<file path="src/rtl/fetch_branch_unit_if.sv">
// Instruction-memory read bus between the fetch unit and instruction memory.
//   mem_addr  : fetch address (unit -> memory)
//   mem_rd    : read request, held until mem_ready (unit -> memory)
//   mem_rdata : instruction word (memory -> unit)
//   mem_ready : read data valid this cycle (memory -> unit)
interface fetch_branch_unit_if #(
  parameter int unsigned PC_W   = 8,
  parameter int unsigned DATA_W = 16
);
  logic [PC_W-1:0]   mem_addr;
  logic              mem_rd;
  logic [DATA_W-1:0] mem_rdata;
  logic              mem_ready;

  modport master (
    output mem_addr,
    output mem_rd,
    input  mem_rdata,
    input  mem_ready
  );

  modport slave (
    input  mem_addr,
    input  mem_rd,
    output mem_rdata,
    output mem_ready
  );
endinterface

</file>
<file path="src/rtl/fetch_branch_unit.sv">
// Instruction fetch and branch unit: owns the PC, fetches over a ready/valid
// read bus with a wait-state timeout, and resolves branches from datapath status.
//   i_clk, i_reset      : clock, synchronous active-high reset
//   i_fetch_start       : fetch the instruction at pc
//   i_branch_req        : resolve a branch this cycle (mode/cond/status/offset/rd_value)
//   i_halt              : stop after any in-flight fetch
//   bus                 : instruction memory read bus (master side)
//   o_ir, o_ir_valid    : instruction register and its freshness flag
//   o_busy              : state is not idle
//   o_branch_taken      : one-cycle pulse when a branch is applied
//   o_link_we, o_link_pc: one-cycle link write pulse and return address
//   o_fault, o_halted   : sticky timeout fault and halted flags
//   o_fetch_count       : saturating count of completed fetches
module fetch_branch_unit #(
  parameter int unsigned    PC_W     = 8,
  parameter int unsigned    DATA_W   = 16,
  parameter logic [PC_W-1:0] RESET_PC = '0,
  parameter int unsigned    TIMEOUT  = 15,
  parameter int unsigned    CNT_W    = 16
) (
  input  logic               i_clk,
  input  logic               i_reset,
  input  logic               i_fetch_start,
  input  logic               i_branch_req,
  input  logic [1:0]         i_branch_mode,
  input  logic [2:0]         i_cond,
  input  logic [2:0]         i_status,
  input  logic [DATA_W-1:0]  i_offset,
  input  logic [DATA_W-1:0]  i_rd_value,
  input  logic               i_halt,
  fetch_branch_unit_if.master bus,
  output logic [DATA_W-1:0]  o_ir,
  output logic               o_ir_valid,
  output logic               o_busy,
  output logic               o_branch_taken,
  output logic               o_link_we,
  output logic [PC_W-1:0]    o_link_pc,
  output logic               o_fault,
  output logic               o_halted,
  output logic [CNT_W-1:0]   o_fetch_count
);

  localparam int unsigned WaitW = $clog2(TIMEOUT + 1);

  typedef enum logic [1:0] {
    StIdle,
    StFetchWait,
    StHalted
  } state_e;

  state_e            r_state, w_state_next;
  logic [PC_W-1:0]   r_pc, w_pc_next;
  logic [DATA_W-1:0] r_ir, w_ir_next;
  logic              r_ir_valid, w_ir_valid_next;
  logic              r_mem_rd, w_mem_rd_next;
  logic              r_branch_taken, w_branch_taken_next;
  logic              r_link_we, w_link_we_next;
  logic [PC_W-1:0]   r_link_pc, w_link_pc_next;
  logic              r_fault, w_fault_next;
  logic              r_halted, w_halted_next;
  logic [CNT_W-1:0]  r_fetch_count, w_fetch_count_next;
  logic [WaitW-1:0]  r_wait_cnt, w_wait_cnt_next;
  logic              r_halt_seen, w_halt_seen_next;

  logic              w_z, w_n, w_v;
  logic              w_cond_ok;
  logic              w_taken;
  logic [PC_W-1:0]   w_pc_target;
  logic              w_unused_hi;

  // Only the low PC_W bits of offset and rd_value address the program.
  assign w_unused_hi = ^{i_offset[DATA_W-1:PC_W], i_rd_value[DATA_W-1:PC_W]};

  assign w_z = i_status[0];
  assign w_n = i_status[1];
  assign w_v = i_status[2];

  always_comb begin
    w_cond_ok = 1'b0;
    case (i_cond)
      3'b000:  w_cond_ok = 1'b1;
      3'b001:  w_cond_ok = w_z;
      3'b010:  w_cond_ok = ~w_z;
      3'b011:  w_cond_ok = w_n ^ w_v;
      3'b100:  w_cond_ok = (w_n ^ w_v) | w_z;
      default: w_cond_ok = 1'b0;
    endcase
  end

  // Absolute modes are unconditional.
  assign w_taken     = i_branch_mode[1] | w_cond_ok;
  assign w_pc_target = i_branch_mode[1] ? i_rd_value[PC_W-1:0] : r_pc + i_offset[PC_W-1:0];

  always_comb begin
    w_state_next        = r_state;
    w_pc_next           = r_pc;
    w_ir_next           = r_ir;
    w_ir_valid_next     = r_ir_valid;
    w_mem_rd_next       = r_mem_rd;
    w_branch_taken_next = 1'b0;
    w_link_we_next      = 1'b0;
    w_link_pc_next      = r_link_pc;
    w_fault_next        = r_fault;
    w_halted_next       = r_halted;
    w_fetch_count_next  = r_fetch_count;
    w_wait_cnt_next     = r_wait_cnt;
    w_halt_seen_next    = r_halt_seen;

    case (r_state)
      StIdle: begin
        if (i_halt) begin
          w_state_next  = StHalted;
          w_halted_next = 1'b1;
        end else if (i_branch_req) begin
          // A simultaneous fetch_start is dropped; the controller re-asserts it.
          if (w_taken) begin
            w_pc_next           = w_pc_target;
            w_branch_taken_next = 1'b1;
            if (i_branch_mode[0]) begin
              w_link_we_next = 1'b1;
              w_link_pc_next = r_pc;
            end
          end
        end else if (i_fetch_start) begin
          w_state_next     = StFetchWait;
          w_mem_rd_next    = 1'b1;
          w_ir_valid_next  = 1'b0;
          w_wait_cnt_next  = '0;
          w_halt_seen_next = 1'b0;
        end
      end

      StFetchWait: begin
        w_halt_seen_next = r_halt_seen | i_halt;
        if (bus.mem_ready) begin
          w_ir_next       = bus.mem_rdata;
          w_ir_valid_next = 1'b1;
          w_pc_next       = r_pc + PC_W'(1);
          w_mem_rd_next   = 1'b0;
          if (r_fetch_count != '1) begin
            w_fetch_count_next = r_fetch_count + CNT_W'(1);
          end
          if (r_halt_seen | i_halt) begin
            w_state_next  = StHalted;
            w_halted_next = 1'b1;
          end else begin
            w_state_next = StIdle;
          end
        end else if (r_wait_cnt == WaitW'(TIMEOUT - 1)) begin
          // This idle wait cycle is the TIMEOUT-th one: give up, pc and ir untouched.
          w_fault_next  = 1'b1;
          w_mem_rd_next = 1'b0;
          w_state_next  = StHalted;
          w_halted_next = 1'b1;
        end else begin
          w_wait_cnt_next = r_wait_cnt + WaitW'(1);
        end
      end

      StHalted: begin
        w_mem_rd_next = 1'b0;
      end

      default: begin
        w_state_next = StIdle;
      end
    endcase
  end

  always_ff @(posedge i_clk) begin
    if (i_reset) begin
      r_state        <= StIdle;
      r_pc           <= RESET_PC;
      r_ir           <= '0;
      r_ir_valid     <= 1'b0;
      r_mem_rd       <= 1'b0;
      r_branch_taken <= 1'b0;
      r_link_we      <= 1'b0;
      r_link_pc      <= '0;
      r_fault        <= 1'b0;
      r_halted       <= 1'b0;
      r_fetch_count  <= '0;
      r_wait_cnt     <= '0;
      r_halt_seen    <= 1'b0;
    end else begin
      r_state        <= w_state_next;
      r_pc           <= w_pc_next;
      r_ir           <= w_ir_next;
      r_ir_valid     <= w_ir_valid_next;
      r_mem_rd       <= w_mem_rd_next;
      r_branch_taken <= w_branch_taken_next;
      r_link_we      <= w_link_we_next;
      r_link_pc      <= w_link_pc_next;
      r_fault        <= w_fault_next;
      r_halted       <= w_halted_next;
      r_fetch_count  <= w_fetch_count_next;
      r_wait_cnt     <= w_wait_cnt_next;
      r_halt_seen    <= w_halt_seen_next;
    end
  end

  assign bus.mem_addr   = r_pc;
  assign bus.mem_rd     = r_mem_rd;
  assign o_ir           = r_ir;
  assign o_ir_valid     = r_ir_valid;
  assign o_busy         = (r_state != StIdle);
  assign o_branch_taken = r_branch_taken;
  assign o_link_we      = r_link_we;
  assign o_link_pc      = r_link_pc;
  assign o_fault        = r_fault;
  assign o_halted       = r_halted;
  assign o_fetch_count  = r_fetch_count;

endmodule

</file>
<file path="src/flat_wrapper.sv">
// flat-port wrapper written by rule: the top's interface ports become plain ports
module fetch_branch_unit_flat 
#(
  parameter int unsigned    PC_W     = 8,
  parameter int unsigned    DATA_W   = 16,
  parameter logic [PC_W-1:0] RESET_PC = '0,
  parameter int unsigned    TIMEOUT  = 15,
  parameter int unsigned    CNT_W    = 16
)
  (i_clk, i_reset, i_fetch_start, i_branch_req, i_branch_mode, i_cond, i_status, i_offset, i_rd_value, i_halt, o_ir, o_ir_valid, o_busy, o_branch_taken, o_link_we, o_link_pc, o_fault, o_halted, o_fetch_count, bus_mem_addr, bus_mem_rd, bus_mem_rdata, bus_mem_ready);
  fetch_branch_unit_if #(.PC_W(PC_W), .DATA_W(DATA_W)) bus_i ();
  input  logic i_clk;
  input  logic i_reset;
  input  logic i_fetch_start;
  input  logic i_branch_req;
  input  logic [1:0] i_branch_mode;
  input  logic [2:0] i_cond;
  input  logic [2:0] i_status;
  input  logic [DATA_W-1:0] i_offset;
  input  logic [DATA_W-1:0] i_rd_value;
  input  logic i_halt;
  output logic [DATA_W-1:0] o_ir;
  output logic o_ir_valid;
  output logic o_busy;
  output logic o_branch_taken;
  output logic o_link_we;
  output logic [PC_W-1:0] o_link_pc;
  output logic o_fault;
  output logic o_halted;
  output logic [CNT_W-1:0] o_fetch_count;
  output wire logic [$bits(bus_i.mem_addr)-1:0] bus_mem_addr;
  output wire logic [$bits(bus_i.mem_rd)-1:0] bus_mem_rd;
  input wire logic [$bits(bus_i.mem_rdata)-1:0] bus_mem_rdata;
  input wire logic [$bits(bus_i.mem_ready)-1:0] bus_mem_ready;
  assign bus_mem_addr = bus_i.mem_addr;
  assign bus_mem_rd = bus_i.mem_rd;
  assign bus_i.mem_rdata = bus_mem_rdata;
  assign bus_i.mem_ready = bus_mem_ready;
  fetch_branch_unit #(.PC_W(PC_W), .DATA_W(DATA_W), .RESET_PC(RESET_PC), .TIMEOUT(TIMEOUT), .CNT_W(CNT_W)) u_core (.i_clk(i_clk), .i_reset(i_reset), .i_fetch_start(i_fetch_start), .i_branch_req(i_branch_req), .i_branch_mode(i_branch_mode), .i_cond(i_cond), .i_status(i_status), .i_offset(i_offset), .i_rd_value(i_rd_value), .i_halt(i_halt), .bus(bus_i), .o_ir(o_ir), .o_ir_valid(o_ir_valid), .o_busy(o_busy), .o_branch_taken(o_branch_taken), .o_link_we(o_link_we), .o_link_pc(o_link_pc), .o_fault(o_fault), .o_halted(o_halted), .o_fetch_count(o_fetch_count));
endmodule
</file>
<file path="config.mk">
export PLATFORM = sky130hd
export DESIGN_NAME = fetch_branch_unit_flat
export DESIGN_NICKNAME = d
export VERILOG_FILES = /design/src/rtl/fetch_branch_unit_if.sv /design/src/rtl/fetch_branch_unit.sv /design/src/flat_wrapper.sv
export SDC_FILE = /design/constraint.sdc
export NUM_CORES = 1
export LEC_CHECK = 0
export ABC_AREA = 1
export CORE_MARGIN = 2
export CORE_UTILIZATION = 50
export CTS_CLUSTER_DIAMETER = 120
export DETAILED_ROUTE_END_ITERATION = 10
export HOLD_SLACK_MARGIN = 0.1
export PLACE_DENSITY = 0.95
export SKIP_LAST_GASP = 1
export SLEW_MARGIN = 25
export SYNTH_ARGS = -nofsm -noshare
export SYNTH_HDL_FRONTEND = slang
export SYNTH_SLANG_ARGS = --single-unit
</file>
<file path="constraint.sdc">
create_clock -name i_clk -period 4 [get_ports i_clk]
set_input_delay 0.8 -clock i_clk [delete_from_list [all_inputs] [get_ports i_clk]]
set_output_delay 0.8 -clock i_clk [all_outputs]
set_load 0.02 [all_outputs]
</file>
==> run metrics, run 1 <==
Bufs on Longest Clock Path 2; NumNets Final 696; crit path capture type output port; worst skew pair latency 0.35 ns; post-synthesis cell type count 38; Detail Route Antenna Nets 0; fmax 0.368 GHz; cell repeated most along the worst path inv_1; setup violators final 0; Final Skew 0.00669 ns; # DRC 0; WL/cell 13.4 um; post-synth top area cell dfxtp_1; CP max stage cell clkdlybuf4s50_1; sw power 1050 uW; min Tclk post-route 2.72 ns; vias in the first global route 3491; Root Driver clkbuf_8; max-slew violation count 0; Synth Register Bits 61; layout cell share with drive strength beyond 1 7.06%; Req. time, crit path 3.20 ns; IO Pins 117; Max IR drop VDD 0.352 mV; Via density 5.29; Async SR Flop Fraction 0%; IO buf count 100; hold crit path type reg2reg; top cells by area, synth dfxtp_1 (35%), nand2_1 (13%), nor2_1 (9.5%); DR vias 3801; cell-internal power 1500 uW; Clock power frac 22.6%; H-tree levels 3; count leader, synth nand2_1; post-placement cell count 703; First DRT Iteration DRCs 334; CP max stage delay 0.62 ns; worst endpoint data arrival time 1.92 ns; share of the synthesized area in the top cell type 34.8%; Post CTS Setup Buffer Count 0; CTS resizes 0; Syn Area/Cell 6.74 um^2; Worst-path clk slew 0.06 ns; Synth Net Count 599; worst-path fanout max 8; GRT Residual Overflow 0; initial antenna violation count 0; Non-Filler Instances 719; die width 87.8 um; total iterations of the first detailed-routing run 5; Layout area overhead 35.6%; slew at the pin closest to its max-slew limit 0.869 ns; Reg power frac 31.8%; Top FF cell, synth dfxtp_1; Die ar. 7710 um^2; CTS sink cnt 61; EDFF count, synth 0; status completed; final wirelength 9.62 mm; FF+latch area 1220 um^2; Final Wtd Congestion 0.928; setup_tns 0 ns; n_diodes 0; Switching Share 41.2%; Crit Path Category reg2out; Seq/Total Area, Yosys 34.8%; initial core utilization 51.7%; max_cap viols 0; Combinational Power Share 45.6%; row count 30; total CTS buffers 9; Leakage 0.00194 uW; pin count of the biggest net entering global routing 32; final hold viol count 0; CTS tree done; Slew Limit Headroom 42.0%; filler cell count 541; Post-Syn Instances 521; All-Layer GR Usage 25.3%; # hold bufs at CTS 0; startpoint class of the critical path flop; Final Core Density 70.1%; synth cell count leaders nand2_1 (122), nor2_1 (89), dfxtp_1 (61); yosys warns 0; DP HPWL 6.85 mm; Multi-input gate area 2000 um^2; Cell Area, Synth 3510 um^2; RSZ-0062 raised after global routing false; Power Density 536 nW/um^2; Die Height 87.8 um; area of the core 6790 um^2; Final period util 67.9%; first-pass GRT wire length 15.6 mm; crit path cell chain inv_1, ha_1, inv_1, clkdlybuf4s50_1
-- final timing paths --
check / startpoint / end / slack [ns] / cells past startpoint
worst max register to register: u_core.r_state[1] / u_core.o_fetch_count[0] / 1.49 / 8
worst min-delay path: u_core.o_link_pc[5] / u_core.o_link_pc[5] / 0.46 / 2
worst min register to register: u_core.o_link_pc[5] / u_core.o_link_pc[5] / 0.46 / 2
worst max-delay path: u_core.r_state[1] / o_busy / 1.28 / 4
-- critical path, delay by kind of cell, from the launching register on --
family	cells	cell delay, ns
buffers and inverters	3	0.88
adder cells (fa/ha/maj)	1	0.32
flip-flops	1	0.37
-- logic make-up (layout without fill, tap and decap cells) --
family	count (synthesis)	count (layout)	synth area share, %
buf+inv	66	168	8.16
flops	61	61	34.8
fa+ha+maj	16	16	5.91
xor+xnor	14	14	3.49
simple gates	287	287	35.9
compound gates	77	77	11.8
-- placed cells by master (no fill, tap or decap), types with 2 or more instances in the layout --
cell and n:
inv_2 3, a211oi_1 2, nand2_2 4, nor2_1 89, nor3_2 3, nand3_2 2
nor3_1 6, ha_1 15, o21ai_0 32, dfxtp_1 61, nand3_1 39, nand3b_1 2
nand2_1 122, inv_4 2, clkbuf_8 12, nand2_4 2, or2_2 2, inv_1 46
xor2_1 11, clkdlybuf4s50_1 100, xnor2_1 3, nand4_1 8, a21oi_1 36, nor2_2 4
-- final cells by class --
cell class | instances | share of cell area [%]
Clock inverter | 3 | 0.893
Sequential cell | 61 | 25.6
Tap cell | 96 | 2.52
Timing Repair Buffer | 101 | 21.2
Clock buffer | 13 | 3.55
Inverter | 51 | 4.13
Multi-Input combinational cell | 394 | 42.1
-- registers in the layout, indices dropped and copies added (netlist names), 2 cells and up --
signal,cells
u_core.o_fetch_count,16
u_core.o_ir,16
u_core.bus.mem_addr,8
u_core.o_link_pc,8
u_core.r_wait_cnt,4
u_core.r_state,2
-- power groups by stage --
stage | Combinational, uW | Clock [uW] | Sequential, uW
global placement | 1090 | 0 | 815
finish | 1170 | 576 | 812
CTS | 1150 | 581 | 808
floorplan | 704 | 0 | 896
global route | 1280 | 604 | 823
detailed placement | 1140 | 0 | 821
-- layer usage --
metal  track usage (%)  up-vias  wire [um]
li1                  -     1871          -
met1              31.4     1718       3940
met2              41.7      173       4620
met3              6.03       39        703
met4              11.6        0        357
met5                 0        -          0
-- stage by stage --
| step | cell area, um^2 | hold slack [ns] | total power, uW | worst slack [ns] |
|---|---|---|---|---|
| after floorplan | 3510 | 0.495 | 1600 | 2.03 |
| after global placement | 4550 | 0.450 | 1900 | 1.42 |
| after detailed placement | 4550 | 0.453 | 1960 | 1.39 |
| after CTS | 4760 | 0.464 | 2540 | 1.30 |
| after global routing | 4760 | 0.491 | 2710 | 1.23 |
| final | 4760 | 0.461 | 2550 | 1.28 |
No activity file was read; power rests on OpenSTA's default activity.
==> inputs of run 2 (changes only) <==
--- a/config.mk
+++ b/config.mk
@@ -7,11 +7,11 @@
 export LEC_CHECK = 0
 export ABC_AREA = 1
 export CORE_MARGIN = 2
-export CORE_UTILIZATION = 50
+export CORE_UTILIZATION = 46
 export CTS_CLUSTER_DIAMETER = 120
 export DETAILED_ROUTE_END_ITERATION = 10
 export HOLD_SLACK_MARGIN = 0.1
-export PLACE_DENSITY = 0.95
+export PLACE_DENSITY = 0.91
 export SKIP_LAST_GASP = 1
 export SLEW_MARGIN = 25
 export SYNTH_ARGS = -nofsm -noshare
==> constraint.sdc (replaced) <==
create_clock -name i_clk -period 2.8 [get_ports i_clk]
set_input_delay 0.56 -clock i_clk [delete_from_list [all_inputs] [get_ports i_clk]]
set_output_delay 0.56 -clock i_clk [all_outputs]
set_load 0.02 [all_outputs]
==> run 2 against run 1 <==
Compared with the run above: wire length fell by 3.2%; non-clock buffer count rose by 2; clock power rose by 37%; power rose by 41%; core utilization fell by 5.0 points; sequential share of layout area barely moved; first-iteration DRC count fell by 28%; combinational power rose by 42%; global-route usage fell by 2.6 points.
==> run metrics, run 2 (synthesized netlist as in run 1, its figures left out) <==
max_cap viols 0 (unchanged); First DRT Iteration DRCs 241 (-28%); DR vias 3734 (-1.8%); total CTS buffers 9 (unchanged); Detail Route Antenna Nets 0 (unchanged); cell family with most CP delay buffers and inverters; H-tree levels 3 (unchanged); worst-path fanout max 8 (unchanged); layout cell share with drive strength beyond 1 7.37% (+0.31 points); initial antenna violation count 0 (unchanged); Bufs on Longest Clock Path 2 (unchanged); Root Driver clkbuf_8; Reg2Reg Depth 8 (unchanged); CP max stage cell clkdlybuf4s50_1; commonest non-fill, non-tap cell in the layout nand2_1; CTS sink cnt 61 (unchanged); IO Pins 117 (unchanged); Layout area overhead 35.8%; startpoint class of the critical path flop; cell repeated most along the worst path inv_1; initial core utilization 47.9% (-3.8 points); CTS resizes 0 (unchanged); Tot Pwr 3600 uW (+41%); max-slew violation count 0 (unchanged); worst skew pair latency 0.34 ns (about the same); Slew Limit Headroom 63.2% (+21 points); setup violators final 0 (unchanged); Power Density 755 nW/um^2 (+41%); final hold viol count 0 (unchanged); pin count of the biggest net entering global routing 29 (-9.4%); first-pass GRT wire length 15.5 mm (-0.53%); Max IR drop VDD 0.470 mV (+34%); Crit Path Category reg2out; fmax 0.412 GHz; vias in the first global route 3504 (+0.37%); hold crit path type reg2reg; # hold bufs at CTS 0 (unchanged); Req. time, crit path 2.24 ns (-0.96 ns); WL/cell 12.9 um (-3.8%); GRT Residual Overflow 0 (unchanged); CP max stage delay 0.61 ns (about the same); # DRC 0 (unchanged); final wirelength 9.31 mm (-3.2%); Worst-path clk slew 0.06 ns (about the same); RSZ-0062 raised after global routing false; worst endpoint data arrival time 1.87 ns (-0.05 ns); Top Usage Layer GRT met2; r2r setup slk 0.81 ns (-0.68 ns); met3 Usage GRT 6.31% (+0.28 points); total iterations of the first detailed-routing run 5 (unchanged); Final Wtd Congestion 0.898 (-3.2%); Die Height 91.4 um (+4.1%); r2r endpoint u_core.o_fetch_count[0]; hold path depth 2 (unchanged); row count 31 (+3.3%); Final Skew 0.00786 ns (+0.00117 ns); Bufs and invs on worst path 3 (unchanged); setup_tns 0 ns (unchanged); die width 91.4 um (+4.1%); crit path capture type output port; most frequent cells in the layout nand2_1 (122), clkdlybuf4s50_1 (100), nor2_1 (89), dfxtp_1 (61), inv_1 (46); min Tclk post-route 2.43 ns; Leakage 0.00195 uW (+0.29%); Post CTS Setup Buffer Count 0 (unchanged); status completed; r2r startpoint u_core.r_state[1]; met2 Use GR 38.7% (-3.0 points); global routing met1 resource utilization 26.8% (-4.7 points); Via density 5.16 (-2.3%); Final period util 86.6%; CTS tree done; Hold EP u_core.o_link_pc[0]; crit path cell chain inv_1, ha_1, inv_1, clkdlybuf4s50_1; worst hold margin 0.460 ns (-0.00111 ns); IO buf count 100 (unchanged); slew at the pin closest to its max-slew limit 0.549 ns (-0.320 ns); hold_sp u_core.o_link_pc[0]; n_diodes 0 (unchanged); NumNets Final 698 (+0.29%); Final Core Density 65.0% (-5.0 points); DP HPWL 6.95 mm (+1.5%); Die ar. 8350 um^2 (+8.3%); All-Layer GR Usage 22.7% (-2.6 points); area of the core 7330 um^2 (+7.9%)
[run 2: tightest hold or removal path, stage by stage (launching register included)]
cell	delay (ns)
dfxtp_1	0.31
nand2_1	0.06
a21oi_1	0.05
[run 2: layout make-up]
class                      instances  area, um^2
timing repair buffer             103        1020
tap                               99         124
sequential                        61        1220
clock inverter                     4        47.5
multi-input combinational        394        2000
inverter                          51         196
clock buffer                      11         151
fill                             613        2560
[run 2: power by group]
| part | switching [uW] | internal, uW |
|---|---|---|
| logic | 1000 | 657 |
| registers | 144 | 1010 |
| clock network | 336 | 451 |
| total | 1480 | 2120 |
[run 2: how the worst max path moves through the flow]
stage               cells after the start                endpoint                    from  slack, ns
floorplan                              11  u_core.bus.mem_addr[6]  u_core.bus.mem_addr[0]       1.06
global placement                       12  u_core.bus.mem_addr[6]             i_offset[0]       0.49
detailed placement                     12  u_core.bus.mem_addr[6]             i_offset[0]       0.46
CTS                                     4                  o_busy       u_core.r_state[0]       0.38
global route                            4                  o_busy       u_core.r_state[0]       0.27
finish                                  4                  o_busy       u_core.r_state[0]       0.37
[run 2: per-layer routing]
metal / wire (um) / part of all wire (%)
met3: 579 / 6.2
met1: 3930 / 42
met2: 4560 / 49
met4: 240 / 2.6
met5: 0 / 0
[run 2: metrics by stage]
| step | setup slack, ns | std cells | cell area [um^2] |
|---|---|---|---|
| floorplan | 1.06 | 521 | 3510 |
| global placement | 0.490 | 708 | 4570 |
| detailed placement | 0.459 | 708 | 4570 |
| CTS | 0.378 | 723 | 4770 |
| global route | 0.265 | 723 | 4770 |
| finish | 0.374 | 723 | 4770 |
==> inputs of run 3 (changes only) <==
--- a/config.mk
+++ b/config.mk
@@ -11,7 +11,8 @@
 export CTS_CLUSTER_DIAMETER = 120
 export DETAILED_ROUTE_END_ITERATION = 10
 export HOLD_SLACK_MARGIN = 0.1
-export PLACE_DENSITY = 0.91
+export PLACE_DENSITY = 0.8
+export REMOVE_ABC_BUFFERS = 1
 export SKIP_LAST_GASP = 1
 export SLEW_MARGIN = 25
 export SYNTH_ARGS = -nofsm -noshare
==> run 3 against run 2 <==
Compared with the run above: hold slack improved by 0.0011 ns; final cell count is 0.28% higher; worst setup slack improved by 0.025 ns; final area grew 1.0%; register-to-register slack about the same; clock power up 20%; clock-buffer cell count shrank 1; fmax increased by 1.0%; core utilization up 0.65 points; power rose by 3.7%; clock skew is 0.00083 ns lower.
==> run metrics, run 3 (synthesized netlist as in run 1, its figures left out) <==
status completed; Final Skew 0.00702 ns (-0.000833 ns); fmax 0.417 GHz (+1.0%); Setup WS pre-CTS 0.476 ns (+0.0168 ns); Detail Route Antenna Nets 0 (unchanged); All-Layer GR Usage 21.8% (-0.95 points); Post CTS Setup Buffer Count 0 (unchanged); post-placement cell count 709 (+0.14%); total iterations of the first detailed-routing run 6 (+1); # DRC 0 (unchanged); WL/cell 12.5 um (-2.7%); Power Density 775 nW/um^2 (+2.6%); die width 91.4 um (unchanged); Root Driver clkbuf_8; total CTS buffers 9 (unchanged); Bufs on Longest Clock Path 2 (unchanged); initial core utilization 47.9% (unchanged); Final Wtd Congestion 0.951 (+5.9%); max-slew violation count 0 (unchanged); IO Pins 117 (unchanged); layout cell share with drive strength beyond 1 7.51% (+0.14 points); GRT Residual Overflow 0 (unchanged); row count 31 (unchanged); Die Height 91.4 um (unchanged); Max IR drop VDD 0.585 mV (+24%); Leakage 0.00197 uW (+1.1%); initial antenna violation count 0 (unchanged); setup violators final 0 (unchanged); worst-path fanout max 8 (unchanged); final worst slack 0.399 ns (+0.0246 ns); First DRT Iteration DRCs 279 (+16%); commonest non-fill, non-tap cell in the layout nand2_1; CTS tree done; Non-Filler Instances 725 (+0.28%); Via density 5.12 (-0.92%); Final period util 85.7% (-0.88 points); Layout area overhead 37.1%; max_cap viols 0 (unchanged); NumNets Final 699 (+0.14%); startpoint class of the critical path flop; H-tree levels 3 (unchanged); worst skew pair latency 0.35 ns (about the same); Crit Path Category reg2out; most frequent cells in the layout nand2_1 (122), clkdlybuf4s50_1 (100), nor2_1 (89), dfxtp_1 (61), inv_1 (46); CTS resizes 0 (unchanged); vias in the first global route 3311 (-5.5%); Worst-path clk slew 0.07 ns (about the same); DR vias 3710 (-0.64%); Req. time, crit path 2.24 ns (about the same); crit path capture type output port; Final Core Density 65.7% (+0.65 points); final wirelength 9.08 mm (-2.5%); RSZ-0062 raised after global routing false; # hold bufs at CTS 0 (unchanged); DP HPWL 6.70 mm (-3.6%); CTS sink cnt 61 (unchanged); hold crit path type reg2reg; min Tclk post-route 2.40 ns (-0.0246 ns); setup_tns 0 ns (unchanged); IO buf count 100 (unchanged); pin count of the biggest net entering global routing 29 (unchanged); n_diodes 0 (unchanged); slew at the pin closest to its max-slew limit 0.647 ns (+0.0984 ns); Slew Limit Headroom 56.8% (-6.4 points); worst endpoint data arrival time 1.84 ns (-0.03 ns); area of the core 7330 um^2 (unchanged); first-pass GRT wire length 15.1 mm (-2.5%); final hold viol count 0 (unchanged); Die ar. 8350 um^2 (unchanged)
-- run 3: cell types whose count changed in the layout (fill, tap and decap cells not counted), sizes merged --
cell    change
buf         +1
bufinv      +2
clkbuf      -1
-- run 3: power by group --
group          leakage (uW)  internal, uW  total (uW)  switching [uW]
registers          0.000496          1010        1150             135
clock network      0.000116           591         945             354
logic               0.00135           658        1640             983
total               0.00197          2260        3730            1470
-- run 3: metal layers --
layer / vias up / track usage (%) / part of all wire, %
met5: - / 0 / 0
met4: 0 / 8.46 / 2.1
met3: 23 / 5.56 / 6.2
met2: 129 / 34.8 / 48
met1: 1674 / 28.1 / 44
li1: 1884 / - / -
-- run 3: metrics by stage --
| stage | hold slack (ns) | cell area (um^2) | total power, uW |
|---|---|---|---|
| finish | 0.461 | 4820 | 3730 |
| floorplan | 0.492 | 3420 | 2220 |
| global placement | 0.441 | 4580 | 2740 |
| global route | 0.489 | 4820 | 4000 |
| detailed placement | 0.452 | 4580 | 2790 |
| CTS | 0.464 | 4820 | 3750 |
-- run 3: final cells by class --
type | count | area [um^2]
Inverter | 51 | 196
Timing Repair Buffer | 104 | 1030
Sequential cell | 61 | 1220
Clock buffer | 10 | 128
Clock inverter | 6 | 111
Tap cell | 99 | 124
Fill cell | 622 | 2510
Multi-Input combinational cell | 394 | 2000
-- run 3: critical path, cell delays in order (launching register included) --
cell and delay (ns):
dfxtp_1 0.37, inv_1 0.09, ha_1 0.31, inv_1 0.11
clkdlybuf4s50_1 0.61
-- run 3: worst paths after layout --
kind | startpoint | cells past startpoint | slack (ns) | endpoint
hold / removal | u_core.o_halted | 2 | 0.46 | u_core.o_halted
hold reg to reg | u_core.o_halted | 2 | 0.46 | u_core.o_halted
setup / recovery | u_core.r_state[0] | 4 | 0.40 | o_busy
setup reg to reg | u_core.r_state[1] | 10 | 0.80 | u_core.bus.mem_addr[7]
